$ cat src/rtl/mem_stage_sram_ctrl.sv
// Purpose:      MEM-stage controller that turns the ALU byte address and store value
//               into a multi-cycle access to an external single-port SRAM.
// Latency:      a request first seen in IDLE at cycle T completes (ready=1) at T+WAIT_CYCLES+1.
// Backpressure: ready drops in the same cycle a request appears and stays low until DONE;
//               the pipeline freeze logic stalls every stage on ready=0.
//
// Ports:
//   clk, rst              rising-edge clock, synchronous active-high reset
//   mem_r_en / mem_w_en   load / store request, held by the pipeline until ready=1
//   alu_res, st_val       byte address and store data from the EXE stage
//   rd_data               load result, valid in the ready=1 cycle of a load
//   ready                 0 = busy, freeze the pipeline
//   sram_*                word address, write data, read data and active-low strobes
module mem_stage_sram_ctrl #(
    parameter int DATA_W      = 32,
    parameter int SRAM_ADDR_W = 16,
    parameter int BASE_ADDR   = 1024,
    parameter int WAIT_CYCLES = 5
) (
    input  logic                   clk,
    input  logic                   rst,
    input  logic                   mem_r_en,
    input  logic                   mem_w_en,
    input  logic [DATA_W-1:0]      alu_res,
    input  logic [DATA_W-1:0]      st_val,
    output logic [DATA_W-1:0]      rd_data,
    output logic                   ready,
    output logic [SRAM_ADDR_W-1:0] sram_addr,
    output logic [DATA_W-1:0]      sram_wdata,
    input  logic [DATA_W-1:0]      sram_rdata,
    output logic                   sram_we_n,
    output logic                   sram_oe_n
);

    // Counter only has to reach WAIT_CYCLES-1; it is cleared on the final access cycle.
    localparam int               CNT_W    = (WAIT_CYCLES > 1) ? $clog2(WAIT_CYCLES) : 1;
    localparam logic [CNT_W-1:0] CNT_LAST = CNT_W'(WAIT_CYCLES - 1);

    typedef enum logic [1:0] {
        IDLE   = 2'd0,
        ACCESS = 2'd1,
        DONE   = 2'd2
    } state_t;

    state_t           state;
    logic [CNT_W-1:0] cnt;
    logic             is_load;
    logic             req;

    assign req = mem_r_en | mem_w_en;

    // ready must fall in the very cycle a request shows up in IDLE, so it is
    // decoded from the current state and the live request rather than registered.
    always_comb begin
        ready = 1'b0;
        unique case (state)
            IDLE:    ready = ~req;
            ACCESS:  ready = 1'b0;
            DONE:    ready = 1'b1;
            default: ready = 1'b0;
        endcase
    end

    always_ff @(posedge clk) begin
        if (rst) begin
            state      <= IDLE;
            cnt        <= '0;
            is_load    <= 1'b0;
            rd_data    <= '0;
            sram_addr  <= '0;
            sram_wdata <= '0;
            sram_we_n  <= 1'b1;
            sram_oe_n  <= 1'b1;
        end else begin
            unique case (state)
                IDLE: begin
                    if (req) begin
                        // Byte address relative to the SRAM window, converted to a
                        // word index. Below-base addresses wrap modulo 2^DATA_W and the
                        // byte offset bits fall off in the shift.
                        sram_addr  <= SRAM_ADDR_W'((alu_res - DATA_W'(BASE_ADDR)) >> 2);
                        sram_wdata <= st_val;
                        // Both enables high is treated as a store.
                        is_load    <= ~mem_w_en;
                        sram_we_n  <= ~mem_w_en;
                        sram_oe_n  <= mem_w_en;
                        cnt        <= '0;
                        state      <= ACCESS;
                    end
                end
                ACCESS: begin
                    if (cnt == CNT_LAST) begin
                        if (is_load) begin
                            rd_data <= sram_rdata;
                        end
                        sram_we_n <= 1'b1;
                        sram_oe_n <= 1'b1;
                        cnt       <= '0;
                        state     <= DONE;
                    end else begin
                        cnt <= cnt + CNT_W'(1);
                    end
                end
                DONE: begin
                    // The request is still asserted here because the pipeline only
                    // advances on this edge; it must not start a second access.
                    state <= IDLE;
                end
                default: begin
                    state     <= IDLE;
                    sram_we_n <= 1'b1;
                    sram_oe_n <= 1'b1;
                end
            endcase
        end
    end

endmodule

$ cat config.mk
export PLATFORM = sky130hd
export DESIGN_NAME = mem_stage_sram_ctrl
export DESIGN_NICKNAME = d
export VERILOG_FILES = /design/src/rtl/mem_stage_sram_ctrl.sv
export SDC_FILE = /design/constraint.sdc
export NUM_CORES = 1
export LEC_CHECK = 0
export BUFFER_PORTS_ARGS = -buffer_cell sky130_fd_sc_hd__buf_4
export CAP_MARGIN = 20
export CORE_ASPECT_RATIO = 0.8
export CORE_UTILIZATION = 35
export CTS_CLUSTER_SIZE = 25
export DETAILED_ROUTE_END_ITERATION = 8
export GPL_ROUTABILITY_DRIVEN = 0
export PLACE_DENSITY_LB_ADDON = 0.15
export SETUP_SLACK_MARGIN = 0.5
export SYNTH_ARGS = -nofsm -noshare
export SYNTH_HDL_FRONTEND = slang
export SYNTH_SLANG_ARGS = --single-unit
$ cat constraint.sdc
create_clock -name clk -period 1.31 [get_ports clk]
set_input_delay 0.131 -clock clk [delete_from_list [all_inputs] [get_ports clk]]
set_output_delay 0.131 -clock clk [all_outputs]
set_load 0.03 [all_outputs]
==> flow_summary_export.csv <==
group,metric,value,unit
route,drtPass1Iterations,5,
cts,clockBufferDepth,2,
cells_and_area,fillers,541,
floorplanning,core-area,9040,um^2
floorplanning,die_area,9680,um^2
worst_setup_path,reg2reg_from,"cnt[0]",
route,ant_nets,0,
grt,first_global_vias,3495,
cts,ctsRootBufferMaster,"clkbuf_16",
timing,finalCriticalPeriod,1400,ps
hold_path,worstHoldStart,"alu_res[5]",
logic_synthesis,synth-edff-count,0,
timing,period_share,107,%
power_and_ir_drop,ir_drop,716,uV
timing,slew_headroom,71.3,%
timing,worst_pin_slew,428,ps
route,vias,3773,
power_and_ir_drop,p_total,7.84,mW
grt,busiest_layer,"met2",
timing,finalHoldViolCount,0,
logic_synthesis,synth_cell_types,26,
grt,grt_remaining_overflow,0,
logic_synthesis,yosysMostFrequentCell,"nand2_1",
cts,cts-htree-levels,3,
logic_synthesis,synth_nets,510,
worst_setup_path,crit_type,"reg2reg",
timing,worst_clock_skew,10.3,ps
power_and_ir_drop,power_density,1090,nW/um^2
worst_setup_path,rrSetupSlack,-90,ps
placement,place_ws,-90.2,ps
worst_setup_path,critical_path.cell_chain,"inv_2 -> ha_4 -> nand2_4 -> or3_4 -> buf_12 -> nand2_1 -> a21oi_1",
placement,dpl.hpwl,6350,um
route,via_per_inst,4.85,
worst_setup_path,max_stage_delay,380,ps
grt,use_met2,42.2,%
logic_synthesis,synthTopCellsByCount,"151 x nand2_1, 88 x dfxtp_1, 77 x a21oi_1, 18 x nor2_1, 13 x clkbuf_1",
cts,cts_tree,"yes",
cells_and_area,syn_to_final_growth,122,%
logic_synthesis,yosys_warnings,0,
timing,whs,24.1,ps
route,wl_per_cell,16.4,um
timing,maxSlewViolCount,0,
grt,grt_usage,23.8,%
floorplanning,fp.dieH,88.2,um
grt,grt_max_degree,33,
logic_synthesis,synth_top_cell_by_area,"dfxtp_1",
logic_synthesis,synth_ff_type,"dfxtp_1",
run_status,outcome,"finished with violations",
logic_synthesis,mappedNetlistArea,3250,um^2
worst_setup_path,cp.arrival,1630,ps
timing,grt_setup_unrepaired,"true",
route,drtIter0Drc,104,
timing,setup_viol_count_final,50,
floorplanning,rows,31,
route,drcViolationCount,0,
cts,path_clk_slew,70,ps
run_status,violations,"negative setup slack",
logic_synthesis,synth_area_per_cell,7.98,um^2
worst_setup_path,crit_fanout,32,
power_and_ir_drop,leakage,3.27,nW
run,drv_cap,0,
floorplanning,die_x,110,um
cts,insertion_delay,340,ps
logic_synthesis,synth_top_area_share,54.2,%
worst_setup_path,required,1530,ps
worst_setup_path,cp-end-kind,"flip-flop",
logic_synthesis,ys_async_sr_fraction,0,%
floorplanning,initial_core_util,36.0,%
worst_setup_path,cp-start-kind,"flip-flop",
timing,fin_ws,-92.5,ps
logic_synthesis,synth.area.top_cells,"dfxtp_1 54%, nand2_1 17%, a21oi_1 12%, a211oi_1 2.1%, nor2_1 2.1%",
grt,antenna_found_initial,0,
cts,clock_sinks,88,
placement,io_buffers,166,
timing,fmax,713,MHz
grt,grt_pass1_wl,17300,um
floorplanning,io-pin-count,183,
worst_setup_path,slowest_stage,"or3_4",
logic_synthesis,synth-seq-cells,88,
cells_and_area,antenna_cells,0,
hold_path,worst_hold_path_type,"in2reg",
grt,grtUsageMet3,5.43,%
logic_synthesis,ys_seq_area_share,54.2,%
route,wl,12700,um
logic_synthesis,syn_inst,407,
worst_setup_path,startpoint,"cnt[0]",
cells_and_area,num-nets-final,761,
grt,met1_usage,28.4,%
cells_and_area,drive_above_1_share,75.0,%
cts,numCtsBuffers,9,
-- flip-flops by register name, summed over array words and instances (netlist names) --
name,cells
is_load,1
sram_wdata,32
rd_data,32
state,2
sram_addr,16
sram_oe_n,1
cnt,3
sram_we_n,1
-- where the power goes --
part,switching (mW),internal [mW],total (mW)
registers,0.117,2.83,2.95
logic,1.08,1.21,2.29
clock network,1.07,1.54,2.60
-- critical path, delay by kind of cell, from the launching register on --
| family | cells | cell delay, ps |
|---|---|---|
| buffers and inverters | 2 | 240 |
| AO/OA/AOI/OAI | 1 | 60 |
| adder cells (fa/ha/maj) | 1 | 140 |
| AND/OR/NAND/NOR | 3 | 510 |
| flip-flops | 1 | 330 |
-- per-layer routing --
| layer | up-vias | wire length (um) |
|---|---|---|
| li1 | 1837 | - |
| met2 | 100 | 6590 |
| met1 | 1810 | 5330 |
| met3 | 26 | 529 |
| met4 | 0 | 290 |
| met5 | - | 0 |
-- cells by family after synthesis --
group,share of synthesized area (%)
xor gates and xnor gates,1.35
AOI/OAI and AO/OA,15.3
DFF,54.2
adders and majority gates,1.16
and+or+nand+nor,22.7
buffers and inverters,5.31
-- path summary, 6_finish.rpt --
| kind | endpoint | cells after the start |
|---|---|---|
| worst max-delay path | rd_data[8] | 7 |
| worst min-delay path | sram_addr[3] | 3 |
| worst max register to register | rd_data[8] | 7 |
| worst min register to register | rd_data[29] | 2 |
-- metrics by stage --
| step | util [%] | cells | instance area, um^2 | setup TNS [ps] |
|---|---|---|---|---|
| global placement | 53.3 | 677 | 4820 | -2030 |
| CTS | 73.9 | 751 | 6680 | -2100 |
| floorplan | - | 407 | 3430 | -2700 |
| finish | 79.7 | 778 | 7200 | -2760 |
| detailed placement | 53.3 | 677 | 4820 | -3220 |
| global route | 79.7 | 778 | 7200 | -6050 |
-- cells in the final DEF (no fill, tap or decap), types with 2 or more instances in the layout --
master      count
a211oi_2        5
dfxtp_1         3
xnor2_1         3
xor2_1          2
clkbuf_1        2
buf_6         100
nand2b_4        2
nand2_1        83
dfxtp_2        77
buf_16         10
nor3_4          3
inv_2           2
nor3_1          3
buf_8           4
clkbuf_16      10
buf_12         12
a21oi_2        35
nand2_4        52
a21oi_1        41
a211oi_1        4
clkinvlp_4      2
nor2_1          9
nand2b_1        3
dfxtp_4         8
nand2_2        16
ha_1            2
buf_4         141
inv_1           3
nor2_4          8
-- layout make-up --
cell class | instances | area, um^2 | share of cell area, %
Tap cell | 115 | 144 | 2.00
Sequential cell | 88 | 1890 | 26.2
Multi-Input combinational cell | 285 | 2050 | 28.5
Timing Repair Buffer | 269 | 2800 | 38.8
Clock buffer | 12 | 246 | 3.42
Inverter | 5 | 18.8 | 0.261
Clock inverter | 4 | 53.8 | 0.747
-- repair_timing --
action                                  4_1_cts  5_1_grt
pin swaps                                    66       48
endpoints found under the setup margin      171      171
hold buffers                                  1        0
setup buffers                                47       26
endpoints found under the hold margin         1        0
gates cloned                                 10        1
gates resized for setup                     296       81
(Power assumes the default switching activity.)
